[config.mk]
export PLATFORM = sky130hd
export DESIGN_NAME = ram_bist_ctrl_flat
export DESIGN_NICKNAME = d
export VERILOG_FILES = /design/src/rtl/ram_bist_ctrl_if.sv /design/src/rtl/ram_bist_ctrl.sv /design/src/flat_wrapper.sv
export SDC_FILE = /design/constraint.sdc
export NUM_CORES = 1
export LEC_CHECK = 0
export BUFFER_PORTS_ARGS = -buffer_cell sky130_fd_sc_hd__buf_2
export CORE_MARGIN = 1.5
export CORE_UTILIZATION = 53
export CTS_BUF_LIST = sky130_fd_sc_hd__clkbuf_16
export CTS_CLUSTER_SIZE = 25
export DETAILED_ROUTE_END_ITERATION = 8
export PLACE_DENSITY = 0.78
export SETUP_SLACK_MARGIN = 0.1
export SLEW_MARGIN = 40
export SYNTH_ARGS = -nofsm -noshare
export SYNTH_HDL_FRONTEND = slang
export SYNTH_SLANG_ARGS = --single-unit
[constraint.sdc]
create_clock -name clk -period 1.96 [get_ports clk]
set_input_delay 0 -clock clk [delete_from_list [all_inputs] [get_ports clk]]
set_output_delay 0 -clock clk [all_outputs]
set_load 0.03 [all_outputs]
[src/rtl/ram_bist_ctrl_if.sv]
// ram_bist_ctrl_if: single-port RAM access port, BIST controller as master
interface ram_bist_ctrl_if #(
  parameter int ADDR_W = 4,
  parameter int WIDTH  = 8
);
  logic              ram_en;
  logic              ram_wr_en;
  logic [ADDR_W-1:0] ram_addr;
  logic [WIDTH-1:0]  ram_wdata;
  logic [WIDTH-1:0]  ram_rdata;
  modport master (output ram_en, ram_wr_en, ram_addr, ram_wdata, input ram_rdata);
  modport slave  (input ram_en, ram_wr_en, ram_addr, ram_wdata, output ram_rdata);
endinterface

[src/rtl/ram_bist_ctrl.sv]
// ram_bist_ctrl: write-then-read-back RAM self test with error count and first failing address
module ram_bist_ctrl #(
  parameter int               DEPTH  = 16,
  parameter int               WIDTH  = 8,
  parameter logic [WIDTH-1:0] SEED   = WIDTH'(8'hA5),
  parameter int               ADDR_W = $clog2(DEPTH)
) (
  input  logic              clk,
  input  logic              rst,
  input  logic              start,
  ram_bist_ctrl_if.master   ram,
  output logic              busy,
  output logic              done,
  output logic              pass,
  output logic [ADDR_W:0]   err_count,
  output logic [ADDR_W-1:0] first_err_addr,
  output logic              err_seen
);
  typedef enum logic [2:0] {IDLE, WRITE, READ, DRAIN, FIN} state_t;
  localparam logic [ADDR_W-1:0] LAST = ADDR_W'(DEPTH - 1);
  state_t            state;
  logic              cmp_v;
  logic [ADDR_W-1:0] a_d;
  logic              mis;
  function automatic logic [WIDTH-1:0] pat(input logic [ADDR_W-1:0] x);
    return WIDTH'(x) ^ SEED;
  endfunction
  // ram_rdata belongs to the read issued one cycle earlier, tracked by cmp_v/a_d
  always_comb mis = cmp_v && (ram.ram_rdata != pat(a_d));
  always_ff @(posedge clk or posedge rst) begin
    if (rst) begin
      state          <= IDLE;
      cmp_v          <= 1'b0;
      a_d            <= '0;
      busy           <= 1'b0;
      done           <= 1'b0;
      pass           <= 1'b0;
      err_count      <= '0;
      first_err_addr <= '0;
      err_seen       <= 1'b0;
      ram.ram_en     <= 1'b0;
      ram.ram_wr_en  <= 1'b0;
      ram.ram_addr   <= '0;
      ram.ram_wdata  <= '0;
    end else begin
      cmp_v <= 1'b0;
      if (mis) begin
        err_count <= err_count + 1'b1;
        if (!err_seen) begin
          first_err_addr <= a_d;
          err_seen       <= 1'b1;
        end
      end
      case (state)
        IDLE, FIN: if (start) begin
          state          <= WRITE;
          busy           <= 1'b1;
          done           <= 1'b0;
          pass           <= 1'b0;
          err_count      <= '0;
          first_err_addr <= '0;
          err_seen       <= 1'b0;
          ram.ram_en     <= 1'b1;
          ram.ram_wr_en  <= 1'b1;
          ram.ram_addr   <= '0;
          ram.ram_wdata  <= pat('0);
        end
        WRITE: if (ram.ram_addr == LAST) begin
          state         <= READ;
          ram.ram_wr_en <= 1'b0;
          ram.ram_addr  <= '0;
          ram.ram_wdata <= '0;
        end else begin
          ram.ram_addr  <= ram.ram_addr + 1'b1;
          ram.ram_wdata <= pat(ram.ram_addr + 1'b1);
        end
        READ: begin
          cmp_v <= 1'b1;
          a_d   <= ram.ram_addr;
          if (ram.ram_addr == LAST) begin
            state        <= DRAIN;
            ram.ram_en   <= 1'b0;
            ram.ram_addr <= '0;
          end else begin
            ram.ram_addr <= ram.ram_addr + 1'b1;
          end
        end
        DRAIN: begin
          state <= FIN;
          busy  <= 1'b0;
          done  <= 1'b1;
          pass  <= (err_count == '0) && !mis;
        end
        default: state <= IDLE;
      endcase
    end
  end
endmodule

[src/flat_wrapper.sv]
// flat-port wrapper written by rule: the top's interface ports become plain ports
module ram_bist_ctrl_flat 
#(
  parameter int               DEPTH  = 16,
  parameter int               WIDTH  = 8,
  parameter logic [WIDTH-1:0] SEED   = WIDTH'(8'hA5),
  parameter int               ADDR_W = $clog2(DEPTH)
)
  (clk, rst, start, busy, done, pass, err_count, first_err_addr, err_seen, ram_ram_en, ram_ram_wr_en, ram_ram_addr, ram_ram_wdata, ram_ram_rdata);
  ram_bist_ctrl_if #(.ADDR_W(ADDR_W), .WIDTH(WIDTH)) ram_i ();
  input  logic clk;
  input  logic rst;
  input  logic start;
  output logic busy;
  output logic done;
  output logic pass;
  output logic [ADDR_W:0] err_count;
  output logic [ADDR_W-1:0] first_err_addr;
  output logic err_seen;
  output wire logic [$bits(ram_i.ram_en)-1:0] ram_ram_en;
  output wire logic [$bits(ram_i.ram_wr_en)-1:0] ram_ram_wr_en;
  output wire logic [$bits(ram_i.ram_addr)-1:0] ram_ram_addr;
  output wire logic [$bits(ram_i.ram_wdata)-1:0] ram_ram_wdata;
  input wire logic [$bits(ram_i.ram_rdata)-1:0] ram_ram_rdata;
  assign ram_ram_en = ram_i.ram_en;
  assign ram_ram_wr_en = ram_i.ram_wr_en;
  assign ram_ram_addr = ram_i.ram_addr;
  assign ram_ram_wdata = ram_i.ram_wdata;
  assign ram_i.ram_rdata = ram_ram_rdata;
  ram_bist_ctrl #(.DEPTH(DEPTH), .WIDTH(WIDTH), .SEED(SEED), .ADDR_W(ADDR_W)) u_core (.clk(clk), .rst(rst), .start(start), .ram(ram_i), .busy(busy), .done(done), .pass(pass), .err_count(err_count), .first_err_addr(first_err_addr), .err_seen(err_seen));
endmodule
* Yosys cells after proc, flatten, opt, wreduce, memory -nomap -nowiden
Cells that the tools add are included.
** Storage, ports and cells
- Flip-flop bits (word level) :: 35
- Latch bits :: 0
- RAM bits :: 0
- ROM bits :: 0
- Input bits :: 11
- Output and inout bits :: 27
- Logic and storage cells :: 72
- Memories :: 0
** Cells by class
- Add/sub/neg operators :: 2
- $mul :: 0
- Divide/modulo/power cells :: 0
- $lt $le $gt $ge :: 0
- Equal/unequal tests :: 9
- Shifts and indexed selects :: 0
- Multiplexer cells :: 29
- Bitwise operators :: 2
- Reductions and logical operators :: 17
** Operator list (count)
- $mux 4 :: 6
- $mux 8 :: 2
- $pmux 8 s2 :: 1
- $mux 5 :: 3
- $pmux 3 s4 :: 1
- $pmux 1 s2 :: 5
- $mux 3 :: 3
- $reduce_and 3->1 :: 3
- $ne 8x8->1 :: 1
- $not 2->4 :: 2
- $pmux 4 s2 :: 1
- $reduce_bool 2->1 :: 4
- $mux 1 :: 7
- $eq 3x2->1 const B :: 2
- $reduce_and 2->1 :: 3
- $add 5x1->5 const B :: 1
- $logic_not 5->1 :: 1
- $add 4x1->4 const B :: 1
- $eq 4x4->1 const B :: 1
- $ne 2x1->1 const B :: 2
- $reduce_or 2->1 :: 2
- $eq 3x1->1 const B :: 1
- $eq 3x3->1 const B :: 1
- $logic_not 3->1 :: 1
- 3 further kinds :: 4

* Depth between registers and ports, before layout
Gate-level depths: netlist of the first run.
- Word-level depth :: 6
- Gate-level depth with buffers :: 6
- Depth with buffers taken out :: 5

* Least setup slack after synthesis of the first run
No wires, ideal clock.
- Kind :: reg-to-reg
- From :: register u_core.err_count[0]
- To :: register u_core.pass
- Setup time :: 0.095 ns
- Arrival time :: 1.495 ns
- Required time :: 1.865 ns
- Path slack :: 0.369 ns
- Stages on the path, launching flop included :: 5
- Buffers on the path :: 0
- Clock period less this slack :: 1.591 ns
- Path through :: dfrtp_1 inv_1 ha_1 or4b_2 o31ai_1
** Between the ends
- Cells in the longest elaborated chain, start to end :: 3
** RTL lines
- start: declaration :: RTL line ram_bist_ctrl.sv:15 : output logic [ADDR_W:0] err_count,
- start signal: assignment :: RTL line ram_bist_ctrl.sv:48 : err_count <= err_count + 1'b1;
- $logic_not 5->1 :: RTL line ram_bist_ctrl.sv:92 : pass <= (err_count == '0) && !mis;
- $logic_and 1x1->1 :: RTL line ram_bist_ctrl.sv:92
- $pmux 1 s2 :: RTL line ram_bist_ctrl.sv:54 : case (state)
- end signal: assignment :: RTL line ram_bist_ctrl.sv:92
- end: declaration :: RTL line ram_bist_ctrl.sv:14 : output logic pass,
Every way passes these cells.
A chain may end at the register's enable or synchronous reset.

* Final worst setup path of the first run
- From :: register u_core.state[1]
- To :: register u_core.a_d[0]
** Between the ends
- Cells in the longest elaborated chain, start to end :: 1
** RTL lines
- start: declaration :: RTL line ram_bist_ctrl.sv:21 : state_t state;
- start signal: assignment :: RTL line ram_bist_ctrl.sv:32 : state <= IDLE;
- start signal: assignment :: RTL line ram_bist_ctrl.sv:56 : state <= WRITE;
- start signal: assignment :: RTL line ram_bist_ctrl.sv:69 : state <= READ;
- $eq 3x2->1 :: RTL line ram_bist_ctrl.sv:54
- end signal: assignment :: RTL line ram_bist_ctrl.sv:79 : a_d <= ram.ram_addr;
- end: declaration :: RTL line ram_bist_ctrl.sv:23 : logic [ADDR_W-1:0] a_d;
Every way passes these cells.

==> impl_results.md, run 1 <==
* Mapped Avg Cell Area at roughly 9.7 um^2
* DR iter-0 viols at 85
* Synth unique cells at 42
* Yosys reg bits at 32
* Clk_skew at roughly 0.0034 ns
* Row count at 20
* Setup bufs post-CTS at 0
* Mapped Cells at around 170
* Core area at 3030 um^2
* Final wirelength at 3800 um
* # setup viols final at 0
* Warning count from the yosys run at 0
* Drt first pass iters at 4
* Peak Freq at just over 600 MHz
* Pin count of the biggest net entering global routing at 33
* Most common cell after layout, fill and taps aside: buf_2
* Worst Setup End Kind: flop
* Dominant cells by area after synthesis: dfrtp_1, nand2_1, mux2i_1
* RSZ-0062 raised after global routing: no
* Bufs on Longest Clock Path at 2
* Die span in x at 59.4 um
* Sequential-to-total area share from yosys stat at 47.5%
* Relative slew slack at 64.6%
* Final Cycle Share at 83.9%
* Max layer used: met4
* Pwr Density at 1600 nW/um^2
* CTS tree: built
* Antenna Cells at 0
* Post-Syn Area at 1690 um^2
* Via Count at 1418
* Critical Path RT at 2.11 ns
* Detailed placement HPWL at 2770 um
* Number of global-route vias before repair at 1354
* Outcome: finished clean
* Wl on met1 at about 1600 um
* Clk_lat worst skew at about 0.27 ns
* Starting density of the core at 55.7%
* Top cell type's share of synthesized area at 47.5%
* Root buffer cell: clkbuf_16
* Drt drc at 0
* Biggest area consumer among synthesized cells: dfrtp_1
* I/O pin total at 38
* Worst Hold Class: in2reg
* Grt ovf at 0
* Crit path launch type: flop
* Setup TNS at 0 ns
* Die H at 59.4 um
* Hold Vio Cnt, Final at 0
* Fraction of layout cells with a size suffix above 1 at about 28%
* Max H-tree Level at 2
* Max Cap Violations at 0
* Syn-to-layout area delta at 20.8%
* Hold slack at 0.123 ns
* CTS buffer count at 5
* Setup CP Type: reg2reg
* RD Place Congestion at about 0.86
* All-layer global routing usage at 24.4%
* Critical path data arrival time at 1.80 ns
* Tmin final at 1.64 ns
* Routed met3 length at roughly 160 um
* VDD IR max at 887 uV
* Initial antenna violation count at 0
* WL met2 at 1950 um
* Post-DRT Antenna Nets at 0
* First-pass GRT wire length at 6330 um
* CTS Sinks at 32
* Port Buffers at 35
* Reg clk slew, reported paths at 0.05 ns
* Most frequent cells in the layout: buf_2, dfrtp_1, nand2_1, a21oi_1
* LEAKAGE at 1.01 nW
* NumNets Final at 226
* Worst Path Max Fanout at 10
* Die area at 3530 um^2
* Drt via density at 5.52
* Post-DR wirelength/cell at 14.8 um
* Max Slew Vio Count at 0
* Least-Margin Pin Slew at 0.527 ns
## final cells by class
| type | instances | area [um^2] |
|---|---|---|
| fill | 248 | 991 |
| sequential | 32 | 801 |
| multi-input combinational | 124 | 793 |
| timing repair buffer | 40 | 215 |
| clock buffer | 5 | 125 |
| tap | 44 | 55.1 |
| inverter | 9 | 33.8 |
| clock inverter | 3 | 13.8 |
## kinds of logic (layout without fill, tap and decap cells)
| family | count (synthesis) | after routing | synth area share [%] |
|---|---|---|---|
| other | 1 | 2 | 0.222 |
| DFF | 32 | 32 | 47.5 |
| xor gates and xnor gates | 4 | 4 | 2.08 |
| and+or+nand+nor | 66 | 66 | 20.1 |
| adders and majority gates | 4 | 4 | 2.82 |
| AOI/OAI and AO/OA | 35 | 35 | 13.5 |
| muxes | 13 | 13 | 8.09 |
| buffers and inverters | 19 | 57 | 5.71 |
## metrics by stage
step                setup slack, ns  power (mW)  cells  util, %  area [um^2]
floorplan                     0.369        2.14    175        -         1690
CTS                           0.329        3.28    257     67.3         2040
global placement              0.409        2.49    248     62.4         1890
detailed placement            0.356        2.53    248     62.4         1890
finish                        0.315        3.26    257     67.3         2040
global route                  0.248        3.47    257     67.3         2040
## power by group
group	internal [mW]	switching (mW)
clock	0.460	0.262
combinational	0.528	0.895
sequential	0.876	0.238
## per-layer routing
metal  GRT usage [%]  vias up
li1                -      679
met1            31.1      691
met2            40.5       40
met3            5.46        8
met4            8.44        0
met5               0        -
## path summary, 6_finish.rpt
path | startpoint | end | slack, ns | depth (start not counted)
worst max-delay path | u_core.state[1] | u_core.a_d[0] | 0.32 | 3
worst min-delay path | start | u_core.state[2] | 0.12 | 3
worst max register to register | u_core.state[1] | u_core.a_d[0] | 0.32 | 3
worst min register to register | u_core.done | u_core.done | 0.47 | 2
max in group asynchronous | rst | u_core.a_d[1] | 1.29 | 4
min in group asynchronous | rst | u_core.err_count[4] | 0.38 | 4
## registers in the layout, indices dropped and copies added (netlist names)
signal and count:
u_core.done 1, u_core.state 3, u_core.ram.ram_en 1, u_core.err_seen 1
u_core.err_count 5, u_core.ram.ram_wdata 5, u_core.a_d 4, u_core.cmp_v 1
u_core.ram.ram_addr 4, u_core.ram.ram_wr_en 1, u_core.first_err_addr 4, u_core.busy 1
u_core.pass 1
## worst max-delay path, cell delays in order, from the launching register on
cell and delay [ns]:
dfrtp_1 0.50, nor2b_1 0.31, and2_1 0.34, mux2_2 0.38
## cell usage after synthesis
cell	n
o221ai_1	1
maj3_1	1
mux2i_1	8
nor2b_1	4
nor4_1	1
mux2_2	5
and4bb_2	1
nand2_1	28
a21boi_2	1
o21a_1	2
o21ai_1	1
inv_2	1
or3_1	1
o211a_1	1
nand3b_1	2
o21ai_0	9
conb_1	1
a211oi_1	3
buf_4	5
or2_2	2
xnor2_1	2
and2_1	2
o311ai_0	1
xor2_1	2
o221a_2	1
and4b_1	1
nand4_1	2
or4b_2	1
nor3b_2	2
a21oi_1	10
o31ai_1	2
and3_1	2
nor3_1	4
inv_1	8
nor2_1	9
dfrtp_1	32
nand3_1	4
o32a_1	1
a22o_1	1
a31oi_1	1
ha_1	3
buf_2	5
## what timing repair did
item / CTS / global route
endpoints found under the hold margin: 32 / 0
endpoints found under the setup margin: 0 / 0
gates resized for setup: 0 / 0
hold buffers: 1 / 0
Note: power is estimated with default switching activity, not from simulation.
==> run 2, diff against run 1 <==
--- a/config.mk
+++ b/config.mk
@@ -7,11 +7,11 @@
 export LEC_CHECK = 0
 export BUFFER_PORTS_ARGS = -buffer_cell sky130_fd_sc_hd__buf_2
 export CORE_MARGIN = 1.5
-export CORE_UTILIZATION = 53
+export CORE_UTILIZATION = 48
 export CTS_BUF_LIST = sky130_fd_sc_hd__clkbuf_16
 export CTS_CLUSTER_SIZE = 25
 export DETAILED_ROUTE_END_ITERATION = 8
-export PLACE_DENSITY = 0.78
+export PLACE_DENSITY = 0.75
 export SETUP_SLACK_MARGIN = 0.1
 export SLEW_MARGIN = 40
 export SYNTH_ARGS = -nofsm -noshare
==> constraint.sdc (replaced) <==
create_clock -name clk -period 1.5 [get_ports clk]
set_input_delay 0 -clock clk [delete_from_list [all_inputs] [get_ports clk]]
set_output_delay 0 -clock clk [all_outputs]
set_load 0.03 [all_outputs]
==> run 2 against run 1 <==
Against the previous run: die area rose by 9.9%; sequential power increased by 29%; sequential share of layout area is 4.8 points lower; total power up 47%; setup slack worse by 0.21 ns; maximum frequency rose by 18%; routed wire length increased by 12%; count of clock-buffer cells in the layout stayed put; first-iteration DRC count decreased by 46%; clock power grew 27%; global-route usage down 2.1 points.
==> impl_results.md, run 2 (synthesis gave the netlist of run 1 again) <==
* Reg clk slew, reported paths at 0.05 ns (about the same)
* Max Cap Violations at 0 (unchanged)
* Grt ovf at 0 (unchanged)
* Reg power frac at 30.0% (-4.2 points)
* CTS buffer count at 5 (unchanged)
* Most common cell after layout, fill and taps aside: buf_2
* Pwr Density at 2040 nW/um^2 (+27%)
* Initial antenna violation count at 0 (unchanged)
* Reported net switching power at 1.96 mW (+40%)
* Syn-to-layout area delta at 38.9%
* Detailed placement HPWL at 2850 um (+2.7%)
* # setup viols final at 0 (unchanged)
* Largest regs: u_core.err_count x5, u_core.ram.ram_wdata x5
* Critical Path RT at 1.65 ns (-0.46 ns)
* Dpl cells at 261 (+5.2%)
* NumNets Final at 249 (+10%)
* Drt drc at 0 (unchanged)
* RSZ-0062 raised after global routing: yes
* Core area at 3360 um^2 (+11%)
* Pint at 2.82 mW (+51%)
* Clk_lat worst skew at 0.27 ns (about the same)
* First-pass GRT wire length at 6580 um (+3.9%)
* I/O pin total at 38 (unchanged)
* CTS Sinks at 32 (unchanged)
* Crit path launch type: flop
* RD Place Congestion at 0.863 (+0.27%)
* Drt via density at 5.34 (-3.1%)
* VDD IR max at 1220 uV (+38%)
* Root buffer cell: clkbuf_16
* Fraction of layout cells with a size suffix above 1 at 44.1% (+16 points)
* Die span in x at 62.3 um (+4.8%)
* Non-Filler Instances at 282 (+9.7%)
* Setup CP Type: reg2reg
* Hold slack at 0.138 ns (+0.0153 ns)
* WL met2 at 2160 um (+10%)
* Clk pwr share at 19.3% (-2.8 points)
* Antenna Cells at 0 (unchanged)
* Worst Path Max Fanout at 4 (-6)
* Filler cells at 273 (+10%)
* Critical path data arrival time at 1.55 ns (-0.25 ns)
* Routed met3 length at 212 um (+32%)
* Util after Layout at 69.7% (+2.4 points)
* Pin count of the biggest net entering global routing at 25 (-24%)
* Comb pwr share at 50.7% (+7.0 points)
* Worst Setup End Kind: flop
* Bufs on Longest Clock Path at 2 (unchanged)
* Number of global-route vias before repair at 1384 (+2.2%)
* Final Cycle Share at 93.3% (+9.3 points)
* Post-DR wirelength/cell at 15.1 um (+2.4%)
* Starting density of the core at 50.1% (-5.6 points)
* Final wirelength at 4270 um (+12%)
* Via Count at 1507 (+6.3%)
* DR iter-0 viols at 46 (-46%)
* Die area at 3880 um^2 (+9.9%)
* CTS tree: built
* Wl on met1 at 1840 um (+13%)
* Hold Vio Cnt, Final at 0 (unchanged)
* Max H-tree Level at 2 (unchanged)
* Drt first pass iters at 4 (unchanged)
* Most frequent cells in the layout: buf_2, nand2_1, dfrtp_1, buf_4, a21oi_1
* Clk_skew at 0.00494 ns (+0.00154 ns)
* Row count at 21 (+5.0%)
* Max layer used: met4
* Die H at 62.3 um (+4.8%)
* Tmin final at 1.40 ns (-0.246 ns)
* LEAKAGE at 1.14 nW (+12%)
* Max Slew Vio Count at 0 (unchanged)
* Peak Freq at 715 MHz (+18%)
* Setup TNS at 0 ns (unchanged)
* Port Buffers at 35 (unchanged)
* Worst Hold Class: in2reg
* Switching Share at 41.0% (-1.8 points)
* Post-DRT Antenna Nets at 0 (unchanged)
* Outcome: finished clean
* All-layer global routing usage at 22.2% (-2.1 points)
## run 2: worst paths after layout
check	from	to	slack, ns	cells after the start
setup / recovery	u_core.a_d[3]	u_core.err_count[0]	0.10	4
hold / removal	start	u_core.state[2]	0.14	3
setup reg to reg	u_core.a_d[3]	u_core.err_count[0]	0.10	4
hold reg to reg	u_core.busy	u_core.busy	0.47	2
max in group asynchronous	rst	u_core.err_count[0]	0.78	4
min in group asynchronous	rst	u_core.first_err_addr[1]	0.26	3
## run 2: worst max-delay path, cell delays in order, from the launching register on
cell	delay (ns)
dfrtp_1	0.42
xnor2_2	0.17
and3_4	0.21
a21boi_4	0.16
mux2_4	0.31
## run 2: metal layers
metal | track usage, % | up-vias
met5 | 0 | -
met4 | 9.17 | 0
met3 | 6.88 | 5
met2 | 36.0 | 42
met1 | 27.8 | 722
li1 | - | 738
## run 2: metrics by stage
stage               cell area, um^2  setup WS (ns)  power, mW
finish                         2340          0.101       4.78
global route                   2340         0.0492       5.07
CTS                            2200         0.0989       4.49
detailed placement             2020         0.0703       3.47
global placement               2020          0.103       3.44
floorplan                      1710         0.0724       2.86
## run 2: power groups by stage
stage	clock [mW]	combinational, mW	sequential [mW]
finish	0.920	2.42	1.43
global route	0.991	2.61	1.47
detailed placement	0	2.02	1.45
global placement	0	2.00	1.44
CTS	0.948	2.11	1.43
floorplan	0	1.07	1.79
## run 2: cell type report
type | count | area, um^2 | area share, %
multi-input cells | 124 | 891 | 38.0
well taps | 46 | 57.6 | 2.46
inverters | 9 | 33.8 | 1.44
flip-flops and latches | 32 | 808 | 34.5
repair buffers | 63 | 417 | 17.8
clock buffers | 5 | 125 | 5.34
clock inverters | 3 | 11.3 | 0.481
## run 2: what timing repair did
action                     CTS  global route
setup endpoints to repair    6            21
hold endpoints to repair     8             0
resized for setup            6            16
setup buffers                2            10
hold buffers                 1             0
pin swaps                    0             8
cloned                       0             0
